--- src/rtl/qar_irq_ctrl.sv ---
// Multi-source interrupt controller for the qar_core external IRQ pair.
// Synchronises sources, tracks pending/in-service state, and arbitrates by fixed priority with nesting.
module qar_irq_ctrl #(
  parameter int NUM_SRC     = 8,
  parameter int ID_WIDTH    = 5,
  parameter int SYNC_STAGES = 2,
  parameter int ADDR_WIDTH  = 3
) (
  input  logic                  clk,
  input  logic                  rst_n,
  input  logic [NUM_SRC-1:0]    irq_src,
  output logic                  irq_req,
  output logic [ID_WIDTH-1:0]   irq_id,
  input  logic                  irq_ack,
  output logic [NUM_SRC-1:0]    src_ack,
  input  logic                  cfg_valid,
  input  logic                  cfg_we,
  input  logic [ADDR_WIDTH-1:0] cfg_addr,
  input  logic [31:0]           cfg_wdata,
  output logic                  cfg_ready,
  output logic [31:0]           cfg_rdata
);

  localparam logic [ADDR_WIDTH-1:0] A_ENABLE  = ADDR_WIDTH'(0);
  localparam logic [ADDR_WIDTH-1:0] A_PENDING = ADDR_WIDTH'(1);
  localparam logic [ADDR_WIDTH-1:0] A_MODE    = ADDR_WIDTH'(2);
  localparam logic [ADDR_WIDTH-1:0] A_ACTIVE  = ADDR_WIDTH'(3);
  localparam logic [ADDR_WIDTH-1:0] A_EOI     = ADDR_WIDTH'(4);
  localparam logic [ADDR_WIDTH-1:0] A_STATUS  = ADDR_WIDTH'(5);

  logic [NUM_SRC-1:0] sync_q [SYNC_STAGES];
  logic [NUM_SRC-1:0] s, s_q;
  logic [NUM_SRC-1:0] enable, mode, pending, active;
  logic               ack_q;

  logic               cfg_wr, wr_enable, wr_pending, wr_mode, wr_eoi;
  logic               claim;
  logic [NUM_SRC-1:0] claim_mask, eoi_mask, w1c_mask, edge_set;
  logic [NUM_SRC-1:0] pending_next, active_next, enable_next, mode_next;
  logic [NUM_SRC-1:0] elig;
  logic               req_next;
  logic [ID_WIDTH-1:0] id_next;
  logic [31:0]        rd_data;
  logic               unused_wdata;

  assign s      = sync_q[SYNC_STAGES-1];
  assign cfg_wr = cfg_valid & cfg_we;

  assign wr_enable  = cfg_wr && (cfg_addr == A_ENABLE);
  assign wr_pending = cfg_wr && (cfg_addr == A_PENDING);
  assign wr_mode    = cfg_wr && (cfg_addr == A_MODE);
  assign wr_eoi     = cfg_wr && (cfg_addr == A_EOI);

  // Only the registered request the core actually saw can be claimed.
  assign claim = irq_ack & ~ack_q & irq_req;

  assign edge_set     = s & ~s_q;
  assign w1c_mask     = wr_pending ? (cfg_wdata[NUM_SRC-1:0] & mode) : '0;
  assign enable_next  = wr_enable ? cfg_wdata[NUM_SRC-1:0] : enable;
  assign mode_next    = wr_mode ? cfg_wdata[NUM_SRC-1:0] : mode;
  // Set-after-clear ordering gives the edge set priority; level bits just follow s.
  assign pending_next = (mode & ((pending & ~(w1c_mask | claim_mask)) | edge_set)) | (~mode & s);
  // A claim of the same ID overrides a simultaneous EOI.
  assign active_next  = (active & ~eoi_mask) | claim_mask;

  assign unused_wdata = ^cfg_wdata;

  // NOTE: every always_comb output gets a default before any branch, so no latch can be inferred.
  always_comb begin
    claim_mask = '0;
    eoi_mask   = '0;
    for (int i = 0; i < NUM_SRC; i++) begin
      claim_mask[i] = claim && (irq_id == ID_WIDTH'(i));
      eoi_mask[i]   = wr_eoi && (cfg_wdata[ID_WIDTH-1:0] == ID_WIDTH'(i));
    end
  end

  always_comb begin
    logic blocked;
    blocked  = 1'b0;
    elig     = '0;
    req_next = 1'b0;
    id_next  = '0;
    for (int i = 0; i < NUM_SRC; i++) begin
      blocked = blocked | active_next[i];
      elig[i] = pending[i] & ~w1c_mask[i] & enable_next[i] & ~blocked;
    end
    for (int i = NUM_SRC - 1; i >= 0; i--) begin
      if (elig[i]) begin
        req_next = 1'b1;
        id_next  = ID_WIDTH'(i);
      end
    end
  end

  always_comb begin
    rd_data = '0;
    case (cfg_addr)
      A_ENABLE:  rd_data[NUM_SRC-1:0] = enable;
      A_PENDING: rd_data[NUM_SRC-1:0] = pending;
      A_MODE:    rd_data[NUM_SRC-1:0] = mode;
      A_ACTIVE:  rd_data[NUM_SRC-1:0] = active;
      A_STATUS: begin
        rd_data[31]           = irq_req;
        rd_data[ID_WIDTH-1:0] = irq_id;
      end
      default:   rd_data = '0;
    endcase
  end

  // NOTE: state uses non-blocking assignments so every flop samples pre-edge values, in any order.
  always_ff @(posedge clk or negedge rst_n) begin
    if (!rst_n) begin
      for (int k = 0; k < SYNC_STAGES; k++) sync_q[k] <= '0;
      s_q       <= '0;
      enable    <= '0;
      mode      <= '0;
      pending   <= '0;
      active    <= '0;
      ack_q     <= 1'b0;
      irq_req   <= 1'b0;
      irq_id    <= '0;
      src_ack   <= '0;
      cfg_ready <= 1'b0;
      cfg_rdata <= '0;
    end else begin
      sync_q[0] <= irq_src;
      for (int k = 1; k < SYNC_STAGES; k++) sync_q[k] <= sync_q[k-1];
      s_q       <= s;
      enable    <= enable_next;
      mode      <= mode_next;
      pending   <= pending_next;
      active    <= active_next;
      ack_q     <= irq_ack;
      irq_req   <= req_next;
      irq_id    <= id_next;
      src_ack   <= claim_mask;
      cfg_ready <= cfg_valid;
      if (cfg_valid && !cfg_we) cfg_rdata <= rd_data;
    end
  end

endmodule

--- config.mk ---
export PLATFORM = sky130hd
export DESIGN_NAME = qar_irq_ctrl
export DESIGN_NICKNAME = d
export VERILOG_FILES = /design/src/rtl/qar_irq_ctrl.sv
export SDC_FILE = /design/constraint.sdc
export NUM_CORES = 1
export LEC_CHECK = 0
export ABC_AREA = 1
export BUFFER_PORTS_ARGS = -buffer_cell sky130_fd_sc_hd__buf_2
export CORE_AREA = 2 2 94 133
export DETAILED_ROUTE_END_ITERATION = 12
export DIE_AREA = 0 0 96 135
export GPL_ROUTABILITY_DRIVEN = 0
export GPL_TIMING_DRIVEN = 0
export PLACE_DENSITY = 0.52
export SLEW_MARGIN = 10
export SYNTH_ARGS = -nofsm -noshare
export SYNTH_HDL_FRONTEND = slang
export SYNTH_SLANG_ARGS = --single-unit
--- constraint.sdc ---
create_clock -name clk -period 1.9 [get_ports clk]
set_input_delay 0.095 -clock clk [delete_from_list [all_inputs] [get_ports clk]]
set_output_delay 0.095 -clock clk [all_outputs]
set_load 0.02 [all_outputs]
==> summary.md <==
| Metric | Value |
|---|---|
| Outcome | finished, final reports clean |
| Antenna viol nets, final | 0 |
| Fin nets | 513 |
| Htree depth | 3 |
| Syn_area_per_cell | 9.50 sq um |
| CTS tree | built |
| P per Cell Area | 1110 mW/mm^2 |
| CP arrival | 2.04 ns |
| Final Hold Fails | 0 |
| Hpwl dp | 6.32 mm |
| Share of the yosys chip area belonging to registers | 57.0% |
| Yosys warning count | 0 |
| Die height | 135 um |
| Worst Path Required | 2.11 ns |
| Width of the die | 96 um |
| Worst vdd ir | 460 uV |
| Post-Synth Simple-Gate Area | 19.4% |
| Drc violations | 0 |
| Sum Neg Setup Slack | 0 ns |
| Worst-path clk slew | 0.06 ns |
| First-pass GRT wire length | 13.6 mm |
| RSZ-0062 raised after global routing | true |
| DRT Wirelength | 8.65 mm |
| Gr usage total | 14.1% |
| Design area | 0.00460 sq mm |
| Dpl cell area | 0.00399 sq mm |
| TritonRoute pass-1 iters | 4 |
| Final Setup Violations | 0 |
| Initial antenna violation count | 0 |
| Largest family of logic cells by synthesized area | simple AND/OR/NAND/NOR gates |
| LEAKAGE | 2.36 nW |
| WL/cell | 14.0 um |
| Clock buffer depth | 2 |
| Fin crit share | 96.0% |
| Compound-gate portion of the synthesized area | 10.0% |
| Max-cap violations | 0 |
| Final worst slack | 0.0754 ns |
| CP Class | flip-flop to flip-flop |
| Worst slack at placement | -0.346 ns |
| Startpoint types | flip-flop |
| Pin count of the biggest net entering global routing | 42 |
| Synthesized flop and latch total | 79 |
| Core box area | 0.0117 sq mm |
| Inserted Clock Buffers | 9 |
| XOR/XNOR share of the synthesized area | 0% |
| Yosys cell types | 35 |
| Post-layout util | 39.3% |
| Skew final | 0.00795 ns |
| Grt ovf | 0 |
| Area growth from synthesis to layout | 32.8% |
| Synthesized area | 0.00347 sq mm |
| Min Tclk post-route | 1.82 ns |
| Rel. slew slack | 32.2% |
| Critical path fanouts, max | 4 |
| Die area | 0.0130 sq mm |
| Vias/cell | 4.41 |
| Hold Path Class | primary input to flip-flop |
| Gate Count Post-Synth | 365 |
| Layout cell share with drive strength beyond 1 | 31.9% |
| Root Buffer | clkbuf_16 |
| Initial drt markers | 138 |
| Antenna Cells | 0 |
| Highest achievable clock rate | 548 MHz |
| Clock tree sinks | 79 |
| Mux share of post-synthesis cell area | 2.27% |
| Slew Limit Fails | 0 |
| Detailed-route via count | 2724 |
| Initial core utilization | 29.6% |
| I/O Buffers | 45 |
| IO Pins | 95 |
| Filler instances | 1195 |
| Vias in the first global route | 2686 |
| Slew @ Worst Pin | 1.01 ns |
| Pwr Total | 5.13 mW |
| Crit path capture type | flip-flop |
| Clock Latency Late Sink | 0.34 ns |
| Row count | 47 |
| Fraction of the mapped netlist area in adder cells | 0% |
placed cells by master (no fill, tap or decap), types with 5 or more instances in the layout:
master         count
a21oi_2            7
buf_2             44
buf_4             32
clkbuf_16          9
conb_1            25
dfrtp_1           78
dlygate4sd3_1     12
inv_1             43
inv_2              6
mux2_2             7
nand2_1           79
nand2_2            8
nand3_1           10
nor2_1            22
nor2_2             7
nor2_4             5
o21ai_0           19
o21ai_1            5
o31ai_1            5
metal layers:
metal	global-route usage [%]	vias up	part of all wire (%)
met5	0	-	0
met4	5.56	0	1.8
met3	3.79	11	4.6
met2	23.8	63	51
met1	16.7	1323	42
li1	-	1327	-
final timing paths:
kind	start	to	slack [ns]	cells after the start
hold reg to reg	sync_q[13]	s[5]	0.35	0
setup reg to reg	irq_id[2]	irq_req	0.08	10
hold / removal	cfg_wdata[5]	enable[5]	0.04	3
max in group asynchronous	rst_n	irq_id[1]	1.02	3
setup / recovery	irq_id[2]	irq_req	0.08	10
min in group asynchronous	rst_n	s[6]	0.27	2
worst max-delay path, cell delays in order (launching register included):
cell and delay (ns):
dfrtp_1 0.47, inv_2 0.15, nand3_1 0.10, nor2_2 0.25, a21oi_2 0.09, nand4_4 0.13, nor2_4 0.06, a21oi_2 0.14
inv_1 0.06, nor2_2 0.14, nand3_1 0.10
cell families (layout without fill, tap and decap cells):
family                 count (synthesis)  in the layout
multiplexers                           7              7
buffers and inverters                 76            157
AND/OR/NAND/NOR                      150            150
AO/OA/AOI/OAI                         52             52
flip-flops                            79             79
other                                  1             25
where the power goes:
part	leakage (nW)	switching, mW	internal, mW	total (mW)
registers	0.984	0.175	1.93	2.10
clock network	0.169	0.664	1.29	1.96
logic	1.21	0.660	0.408	1.07
sequential cells by signal, summed over array words and instances (netlist names):
name and count:
ack_q 1, active 8, cfg_rdata 9, cfg_ready 1
enable 8, irq_id 3, irq_req 1, mode 8
pending 8, s 8, s_q 8, src_ack 8
sync_q 8
area by class of cell:
cell class                 instances  area (sq um)  share of cell area (%)
sequential                        79          1980                    43.0
multi-input combinational        234          1290                    27.9
timing repair buffer              65           424                    9.21
clock buffer                      14           284                    6.17
buffer                            27           203                    4.40
inverter                          49           184                    4.00
tap                              147           184                    4.00
clock inverter                     2          60.1                    1.30
cell usage after synthesis:
cell	count	area share, %
nand2_1	83	9.0
nand3b_1	1	0.22
nor3_1	5	0.72
a21oi_1	4	0.58
dfrtp_1	79	57
nand4_2	1	0.36
clkbuf_1	1	0.11
o21ai_2	2	0.51
o311ai_1	1	0.25
o21ai_0	19	2.7
nand3_2	1	0.29
nor2_2	3	0.54
nand3_1	13	1.9
o31ai_1	5	1.1
a221oi_1	1	0.25
inv_2	4	0.43
nor3_2	1	0.29
o2111ai_1	4	1.0
o21ai_1	5	0.72
nand4_1	3	0.54
nor2_1	28	3.0
a32o_1	2	0.58
nand2_2	4	0.72
a21oi_2	4	1.0
or2_2	3	0.54
inv_1	45	4.9
nand2_4	1	0.32
conb_1	1	0.11
buf_4	25	5.4
nor2_4	3	0.97
buf_6	1	0.32
mux2_2	7	2.3
o31ai_2	1	0.36
a22o_1	2	0.51
o211ai_1	2	0.43
repair_timing:
| action | in CTS | in global routing |
|---|---|---|
| gates cloned | 0 | 0 |
| endpoints found under the setup margin | 4 | 4 |
| pin swaps | 1 | 12 |
| resized for setup | 5 | 22 |
| hold buffers | 12 | 0 |
| buffers inserted | 0 | 7 |
| hold endpoints to repair | 49 | 0 |
metrics by stage:
| step | std cells | hold slack, ns |
|---|---|---|
| after global routing | 617 | 0.0429 |
| after CTS | 610 | 0.0293 |
| after global placement | 581 | 0.203 |
| after floorplan | 389 | -0.201 |
| final | 617 | 0.0359 |
| after detailed placement | 582 | 0.107 |
(Power assumes the default switching activity.)
